<file path="src/rtl/sme_multi.sv">
// sme_multi: parametrised string-matching engine.
//
// Buffers a streamed string and pattern, then searches for the leftmost match.
// Pattern metacharacters: '.' (any char), '^' (start or after space),
// '$' (end or at space), and a single '*' (any run of chars).
//
// Ports:
//   clk          clock, all state on rising edge
//   reset        asynchronous active-high reset
//   chardata     ASCII char, qualified by isstring/ispattern
//   isstring     chardata is the next string char
//   ispattern    chardata is the next pattern char
//   nocase       case-insensitive mode, sampled with the first pattern char
//   busy         high while searching; incoming chars are dropped
//   valid        one-cycle result strobe
//   match        match result, held until the next valid
//   match_index  leftmost match start, held until the next valid
module sme_multi #(
    parameter int unsigned STR_DEPTH = 32,
    parameter int unsigned PAT_DEPTH = 8,
    parameter int unsigned IDX_W     = 5
) (
    input  logic             clk,
    input  logic             reset,
    input  logic [7:0]       chardata,
    input  logic             isstring,
    input  logic             ispattern,
    input  logic             nocase,
    output logic             busy,
    output logic             valid,
    output logic             match,
    output logic [IDX_W-1:0] match_index
);

    localparam int unsigned PW  = $clog2(PAT_DEPTH + 1);
    localparam int unsigned PIW = (PAT_DEPTH > 1) ? $clog2(PAT_DEPTH) : 1;

    localparam logic [IDX_W:0] StrMax = (IDX_W + 1)'(STR_DEPTH);
    localparam logic [IDX_W:0] SOne   = (IDX_W + 1)'(1);
    localparam logic [PW-1:0]  PatMax = PW'(PAT_DEPTH);
    localparam logic [PW-1:0]  POne   = PW'(1);

    localparam logic [7:0] ChSpace  = 8'h20;
    localparam logic [7:0] ChDollar = 8'h24;
    localparam logic [7:0] ChStar   = 8'h2A;
    localparam logic [7:0] ChDot    = 8'h2E;
    localparam logic [7:0] ChCaret  = 8'h5E;

    typedef enum logic [2:0] {StIdle, StRecvS, StRecvP, StSearch, StDone} state_e;

    state_e           state_q, state_d;
    logic [7:0]       str_q [STR_DEPTH];
    logic [7:0]       pat_q [PAT_DEPTH];
    logic [IDX_W:0]   slen_q, slen_d;
    logic [PW-1:0]    plen_q, plen_d;
    logic             nocase_q, nocase_d;
    logic [IDX_W:0]   s_q, s_d;          // candidate start
    logic [IDX_W:0]   pos_q, pos_d;      // current string position
    logic [PW-1:0]    p_q, p_d;          // current pattern position
    logic             star_seen_q, star_seen_d;
    logic [PW-1:0]    star_p_q, star_p_d;
    logic [IDX_W:0]   star_pos_q, star_pos_d;
    logic             match_q, match_d;
    logic [IDX_W-1:0] idx_q, idx_d;

    logic             str_we, pat_we, pat_take;
    logic [IDX_W-1:0] str_waddr;
    logic [PIW-1:0]   pat_waddr;
    logic [7:0]       pc, cur, prv;
    logic [IDX_W:0]   last_s;
    logic             chr_eq, step_ok, step_adv;

    function automatic logic [7:0] fold(input logic [7:0] c);
        fold = (c >= 8'h41 && c <= 8'h5A) ? (c | 8'h20) : c;
    endfunction

    assign pc     = pat_q[p_q[PIW-1:0]];
    assign cur    = str_q[pos_q[IDX_W-1:0]];
    assign prv    = str_q[pos_q[IDX_W-1:0] - IDX_W'(1)];
    assign last_s = (slen_q == '0) ? '0 : slen_q - SOne;
    assign chr_eq = nocase_q ? (fold(pc) == fold(cur)) : (pc == cur);

    // Evaluate one pattern element against the current position.
    always_comb begin
        step_ok  = 1'b0;
        step_adv = 1'b0;
        case (pc)
            ChCaret:  step_ok = (pos_q == '0) || (prv == ChSpace);
            ChDollar: step_ok = (pos_q == slen_q) || (cur == ChSpace);
            ChStar:   step_ok = 1'b1;
            default: begin
                step_ok  = (pos_q < slen_q) && ((pc == ChDot) || chr_eq);
                step_adv = step_ok;
            end
        endcase
    end

    always_comb begin
        state_d     = state_q;
        slen_d      = slen_q;
        plen_d      = plen_q;
        nocase_d    = nocase_q;
        s_d         = s_q;
        pos_d       = pos_q;
        p_d         = p_q;
        star_seen_d = star_seen_q;
        star_p_d    = star_p_q;
        star_pos_d  = star_pos_q;
        match_d     = match_q;
        idx_d       = idx_q;
        str_we      = 1'b0;
        pat_we      = 1'b0;
        pat_take    = 1'b0;
        str_waddr   = slen_q[IDX_W-1:0];
        pat_waddr   = plen_q[PIW-1:0];

        unique case (state_q)
            StIdle, StDone: begin
                if (isstring) begin
                    state_d   = StRecvS;
                    str_we    = 1'b1;
                    str_waddr = '0;
                    slen_d    = SOne;
                    plen_d    = '0;
                end else if (ispattern) begin
                    // Pattern-only job: previous string is reused.
                    state_d   = StRecvP;
                    pat_we    = 1'b1;
                    pat_waddr = '0;
                    plen_d    = POne;
                    nocase_d  = nocase;
                end else if (state_q == StDone) begin
                    state_d = StIdle;
                end
            end
            StRecvS: begin
                if (isstring) begin
                    if (slen_q < StrMax) begin
                        str_we = 1'b1;
                        slen_d = slen_q + SOne;
                    end
                end else begin
                    state_d  = StRecvP;
                    pat_take = ispattern;
                end
            end
            StRecvP: begin
                if (ispattern) begin
                    pat_take = 1'b1;
                end else if (plen_q != '0) begin
                    state_d     = StSearch;
                    s_d         = '0;
                    pos_d       = '0;
                    p_d         = '0;
                    star_seen_d = 1'b0;
                end
            end
            StSearch: begin
                if (p_q == plen_q) begin
                    state_d = StDone;
                    match_d = 1'b1;
                    idx_d   = s_q[IDX_W-1:0];
                end else if (step_ok) begin
                    p_d = p_q + POne;
                    if (step_adv) begin
                        pos_d = pos_q + SOne;
                    end
                    if (pc == ChStar) begin
                        star_seen_d = 1'b1;
                        star_p_d    = p_q;
                        star_pos_d  = pos_q;
                    end
                end else if (star_seen_q) begin
                    // The chars consumed before '*' are fixed in count, so the
                    // suffix failing at every later offset means no later start
                    // can match either.
                    if (star_pos_q < slen_q) begin
                        star_pos_d = star_pos_q + SOne;
                        pos_d      = star_pos_q + SOne;
                        p_d        = star_p_q + POne;
                    end else begin
                        state_d = StDone;
                        match_d = 1'b0;
                        idx_d   = '0;
                    end
                end else if (s_q < last_s) begin
                    s_d   = s_q + SOne;
                    pos_d = s_q + SOne;
                    p_d   = '0;
                end else begin
                    state_d = StDone;
                    match_d = 1'b0;
                    idx_d   = '0;
                end
            end
            default: state_d = StIdle;
        endcase

        if (pat_take && plen_q < PatMax) begin
            pat_we = 1'b1;
            plen_d = plen_q + POne;
            if (plen_q == '0) begin
                nocase_d = nocase;
            end
        end
    end

    always_ff @(posedge clk or posedge reset) begin
        if (reset) begin
            state_q     <= StIdle;
            slen_q      <= '0;
            plen_q      <= '0;
            nocase_q    <= 1'b0;
            s_q         <= '0;
            pos_q       <= '0;
            p_q         <= '0;
            star_seen_q <= 1'b0;
            star_p_q    <= '0;
            star_pos_q  <= '0;
            match_q     <= 1'b0;
            idx_q       <= '0;
        end else begin
            state_q     <= state_d;
            slen_q      <= slen_d;
            plen_q      <= plen_d;
            nocase_q    <= nocase_d;
            s_q         <= s_d;
            pos_q       <= pos_d;
            p_q         <= p_d;
            star_seen_q <= star_seen_d;
            star_p_q    <= star_p_d;
            star_pos_q  <= star_pos_d;
            match_q     <= match_d;
            idx_q       <= idx_d;
        end
    end

    // Character buffers need no reset; the lengths qualify their contents.
    always_ff @(posedge clk) begin
        if (str_we) begin
            str_q[str_waddr] <= chardata;
        end
        if (pat_we) begin
            pat_q[pat_waddr] <= chardata;
        end
    end

    assign busy        = (state_q == StSearch);
    assign valid       = (state_q == StDone);
    assign match       = match_q;
    assign match_index = idx_q;

endmodule

</file>
<file path="config.mk">
export PLATFORM = sky130hd
export DESIGN_NAME = sme_multi
export DESIGN_NICKNAME = d
export VERILOG_FILES = /design/src/rtl/sme_multi.sv
export SDC_FILE = /design/constraint.sdc
export NUM_CORES = 1
export LEC_CHECK = 0
export CAP_MARGIN = 20
export CORE_MARGIN = 4
export CORE_UTILIZATION = 25
export DETAILED_ROUTE_END_ITERATION = 8
export GPL_ROUTABILITY_DRIVEN = 1
export GPL_TIMING_DRIVEN = 0
export PLACE_DENSITY = 0.48
export REMOVE_ABC_BUFFERS = 1
export SYNTH_ARGS = -nofsm -noshare
export SYNTH_HDL_FRONTEND = slang
export SYNTH_SLANG_ARGS = --single-unit
export TNS_END_PERCENT = 10
</file>
<file path="constraint.sdc">
create_clock -name clk -period 5.3 [get_ports clk]
set_input_delay 0.795 -clock clk [delete_from_list [all_inputs] [get_ports clk]]
set_output_delay 0.795 -clock clk [all_outputs]
set_load 0.02 [all_outputs]
</file>
# Word level (Yosys, flattened, before mapping)
# Memory sizes are Yosys's and may differ from the RTL's.
# Index checks and enable logic that the tools add are counted.
# totals
ff_bits	47
ramBits	320
inputBits	13
output_inout_bits	8
memories	2
# memory_table
memory	words	word_bits	rd	rd_ports_with_merged_regs	write_ports	line	source
str_q	32	8	2	0	1	52	logic [7:0] str_q [STR_DEPTH];
pat_q	8	8	1	0	1	53	logic [7:0] pat_q [PAT_DEPTH];
# classes
n_addsub	9
order_cmp	9
n_eq_ne	37
mux	90
bitwise_logic	1
reduce_logical	30
# op_table
operator	n
$mux W6	20
$mux W4	11
$mux W3	14
$eq A8 B6 Y1 const B	5
$pmux W6 S2	3
$mux W5	7
$mux W1	29
$add A6 B1 Y6 const B	4
$reduce_and A7 Y1	3
$lt A6 B6 Y1	3
$ne A2 B2 Y1 const B	9
$eq A8 B8 Y1	2
$ge A8 B7 Y1 const B	2
$le A8 B7 Y1 const B	2
$add A4 B1 Y4 const B	3
$logic_not A6 Y1	2
$ne A4 B4 Y1 const B	3
$pmux W3 S4	1
$reduce_and A4 Y1	3
$reduce_and A6 Y1	2
$ne A2 B1 Y1 const B	5
$reduce_bool A2 Y1	5
$eq A8 B7 Y1 const B	1
$pmux W4 S2	1
other kinds (26)	36

# Depth between registers and ports, before layout
# An unclocked memory read counts as a cell.
# logic_depth
ltp_word	13
ltp_mapped	20

# Worst setup path after synthesis
# No wires, ideal clock.
# synth_timing
path_type	register to register
from	register pos_q[0]
to	register pos_q[1]
setup_time_ps	122
arrival_ps	4063
required_ps	5178
setup_slack_ps	1116
stages_incl_launch_ff	18
path_buffers	5
synth_period_minus_slack_ps	4184
cell_sequence	dfrtp_1 -> buf_4 -> buf_6 -> buf_6 -> buf_4 -> inv_1 -> buf_2 -> ha_1 -> or3_1 -> or4_1 -> a221oi_1 -> a221oi_1 -> o21ai_1 -> o2111ai_1 -> and2_1 -> a21oi_1 -> a211oi_2 -> a32o_1
# synth_via
elab_chain_len	12
elab_cells_between_ends	29
# synth_rtl
element	line	source
from (decl)	58	logic [IDX_W:0] pos_q, pos_d;
from (signal assigned)	228	pos_q <= pos_d;
$mem_v2 Z32 W8	-	
$ge A8 B7 Y1 / $le A8 B7 Y1 (equally long branches)	74	fold = (c >= 8'h41 && c <= 8'h5A) ? (c | 8'h20) : c;
$logic_and A1 B1 Y1	74	
$mux W6	74	
$eq A8 B8 Y1	81	assign chr_eq = nocase_q ? (fold(pc) == fold(cur)) : (pc == cur);
$mux W1	81	
$logic_or A1 B1 Y1	92	step_ok = (pos_q < slen_q) && ((pc == ChDot) || chr_eq);
$logic_and A1 B1 Y1	92	
$pmux W1 S3	87	case (pc)
$mux W6	163	end else if (step_ok) begin
$mux W6	159	if (p_q == plen_q) begin
$pmux W6 S2	117	unique case (state_q)
# Parallel ways exist; a longest one is shown, timed or not. The select of a mux whose other input is x is not followed.
# A chain may end at the register's enable or synchronous reset.

# Worst setup path after layout
# layout_timing
from	register pos_q[0]
to	register p_q[3]
# layout_via
elab_chain_len	12
elab_cells_between_ends	25
# layout_rtl
element	line	source
$mem_v2 Z32 W8	-	
$ge A8 B7 Y1 / $le A8 B7 Y1 (equally long branches)	74	
$logic_and A1 B1 Y1	74	
$mux W6	74	
$eq A8 B8 Y1	81	
$mux W1	81	
$logic_or A1 B1 Y1	92	
$logic_and A1 B1 Y1	92	
$pmux W1 S3 *	87	
$mux W4	163	
$mux W4	159	
$pmux W4 S2	117	
to (signal assigned)	229	p_q <= p_d;
to (decl)	59	logic [PW-1:0] p_q, p_d;
# Mark *: on every way between the ends. The rest lies on a longest branch, timed or not. The select of a mux whose other input is x is not followed.

==> impl_results.md <==
- CTS tree: done
- Nets: 1271
- Final wirelength: 50.0 mm
- Post-synthesis async set-or-reset flop share: 0.128
- Max cap viols: 0
- Status: completed
- Antenna Nets Post-Route: 0
- Netlist Area Pre-Place: 17200 um^2
- DR pass1 iterations: 5
- Rel. slew slack: 0.256
- Synth warn: 0
- Worst vdd ir: 0.260 mV
- Crit. End Element: flip-flop
- Die Span Y: 270 um
- Crit path kind: reg2reg
- CP delay by family, top: compound AO/OA/AOI/OAI gates
- CP Buf/Inv Count: 3
- WL/cell: 23.4 um
- Top_reg_cell synth: edfxtp_1
- I/O pin cnt: 21
- Fin. Hold Viols: 0
- Max Root-Sink Buffers: 3
- Total power: 9900 uW
- Vias in the first global route: 11000
- Final setup viols: 0
- Via density: 5.15
- Clock Latency Late Sink: 570 ps
- Input/output buffers: 20
- GR Overflow Total: 0
- Period utilization: 0.964
- PwrDens: 500 nW/um^2
- # fillers: 6721
- Total track usage: 0.132
- Post-route DRC violation count: 0
- Place WS: -1220 ps
- Total core area: 67600 um^2
- Post-DP HPWL: 33.2 mm
- Cell leakage power: 0.00615 uW
- Crit-path max cell delay: 640 ps
- Max Fclk: 196 MHz
- Worst Skew: 26.5 ps
- Hold Path Class: in2async
- Crit path launch type: flip-flop
- Setup_tns: 0 ps
- Die ar.: 73100 um^2
- EDFF count, synth: 320
- H-tree levels: 2
- Initial core utilization: 0.254
- DR vias: 11000
- Gpl congestion: 0.807
- Clock Pin Slew Worst Setup and Hold Paths: 60 ps
- Distinct cells, synth: 74
- Antenna violations before repair: 1
- Area growth syn-to-layout: 15.0%
- Worst Tran Pin Value: 1110 ps
- DR iter-0 viols: 1145
- Overall die width: 270 um
- Largest net degree at the start of global routing: 58
- Sink Count: 367
- First-pass GRT wire length: 73.5 mm
- Crit-path cells: clkinvlp_4, buf_4, ha_2, buf_12, or3_1, or4_1, a221oi_1, a221oi_1, o21ai_1, o2111ai_1, and2_1, a22o_2, or3_1, a32o_1
- Worst-path fanout max: 40
- Final min period: 5110 ps
- Slowest-stage cell, CP: dfrtp_4
- Final Util: 0.293
- Seq cells post-synth: 367
- RSZ-0062 raised after global routing: false
- Site row count: 95
- Final Worst Setup Slack: 188 ps
- Avg Cell Area, Syn: 14.3 um^2
- CP required: 5750 ps
- R2R Setup Slk: 190 ps
- Post-Synthesis Cells: 1205
- Clock root buffer: clkbuf_16
- Layout cells sized above 1: 0.138
- Crit path arrival time: 5560 ps
- Slew Limit Fails: 0
- Sequential area share after synthesis: 0.627
- Total CTS buffers: 41
==> timing repair <==
action / 4_1_cts / 5_1_grt
gates resized for setup: 4 / 0
pin swaps: 1 / 0
hold buffers: 0 / 0
setup buffers: 7 / 2
setup endpoints to repair: 31 / 4
gates cloned: 1 / 0
==> layer usage <==
layer,GRT usage,part of all wire
met2,0.209,0.46
met1,0.188,0.46
met3,0.0260,0.066
met4,0.0301,0.016
met5,0,0
==> state kept, by name, indices dropped and copies added (netlist names), 3 cells and up <==
name,flops
match_index,5
p_q,4
pat_q,64
plen_q,4
pos_q,6
s_q,6
slen_q,6
star_p_q,4
star_pos_q,6
state_q,3
str_q,256
==> synth_stat cells, drive strengths merged (27+ instances only) <==
cell / instances / area, um^2
edfxtp: 320 / 9610
nor2: 85 / 319
nand2: 72 / 270
mux4: 61 / 1370
mux2i: 57 / 578
dfrtp: 47 / 1180
nand3: 44 / 220
a21oi: 41 / 205
buf: 30 / 201
o21ai: 30 / 150
clkbuf: 29 / 109
nor4: 28 / 181
inv: 27 / 101
nor3: 27 / 135
==> stage by stage <==
step           cell area (um^2)  hold slack, ps  cells
2_1_floorplan             16900             476   1146
3_3_place_gp              18200             508   2039
3_5_place_dp              18400             513   2050
4_1_cts                   19700             443   2129
5_1_grt                   19800             481   2133
6_report                  19800             470   2134
==> final timing paths <==
check                                  from     endpoint  cells after the start
max in group asynchronous             reset     pos_q[0]                      3
worst min register to register  star_p_q[1]  star_p_q[1]                      2
worst max-delay path               pos_q[0]       p_q[3]                     14
worst max register to register     pos_q[0]       p_q[3]                     14
worst min-delay path                  reset       s_q[3]                      2
min in group clk                star_p_q[1]  star_p_q[1]                      2
==> placed cells by master, fill, tap and decap left out, types with 24 or more instances in the layout <==
master and instances:
a22oi_1 24, mux4_2 61, nor4_1 27, dfrtp_1 44
ha_1 25, edfxtp_1 320, nand2_1 72, nand3_1 44
o21ai_0 27, nor3_1 24, mux2i_1 55, a21oi_1 41
clkbuf_16 44, nor2_1 85, inv_1 25
==> cells by family (layout without fill, tap and decap cells) <==
group                      after synthesis  count (layout)  share of synthesized area
xor gates and xnor gates                28              28                     0.0143
muxes                                  125             125                      0.118
buffers and inverters                   87             141                     0.0242
DFF                                    367             367                      0.627
adders and majority gates               26              26                     0.0189
and+or+nand+nor                        364             364                      0.111
other                                    0               1                          0
AOI/OAI and AO/OA                      208             209                     0.0861
==> cell type report <==
class / instances / area [um^2] / share of cell area
sequential: 367 / 10800 / 0.546
timing repair buffer: 42 / 509 / 0.0257
tap: 873 / 1090 / 0.0552
clock inverter: 17 / 134 / 0.00677
multi-input combinational: 752 / 6050 / 0.306
antenna: 1 / 2.50 / 0.000126
inverter: 28 / 109 / 0.00550
clock buffer: 54 / 1100 / 0.0554
==> power by group <==
group          internal, uW  switching, uW
Clock                  1510           1170
Sequential             3320            391
Combinational          1410           2110
Total                  6240           3660
==> worst register-to-register path, delay by kind of cell, from the launching register on <==
family | cells | cell delay (ps)
AOI/OAI and AO/OA | 6 | 1840
and+or+nand+nor | 4 | 1630
DFF | 1 | 640
adders and majority gates | 1 | 360
buffers and inverters | 3 | 510
No activity file was read; power rests on OpenSTA's default activity.
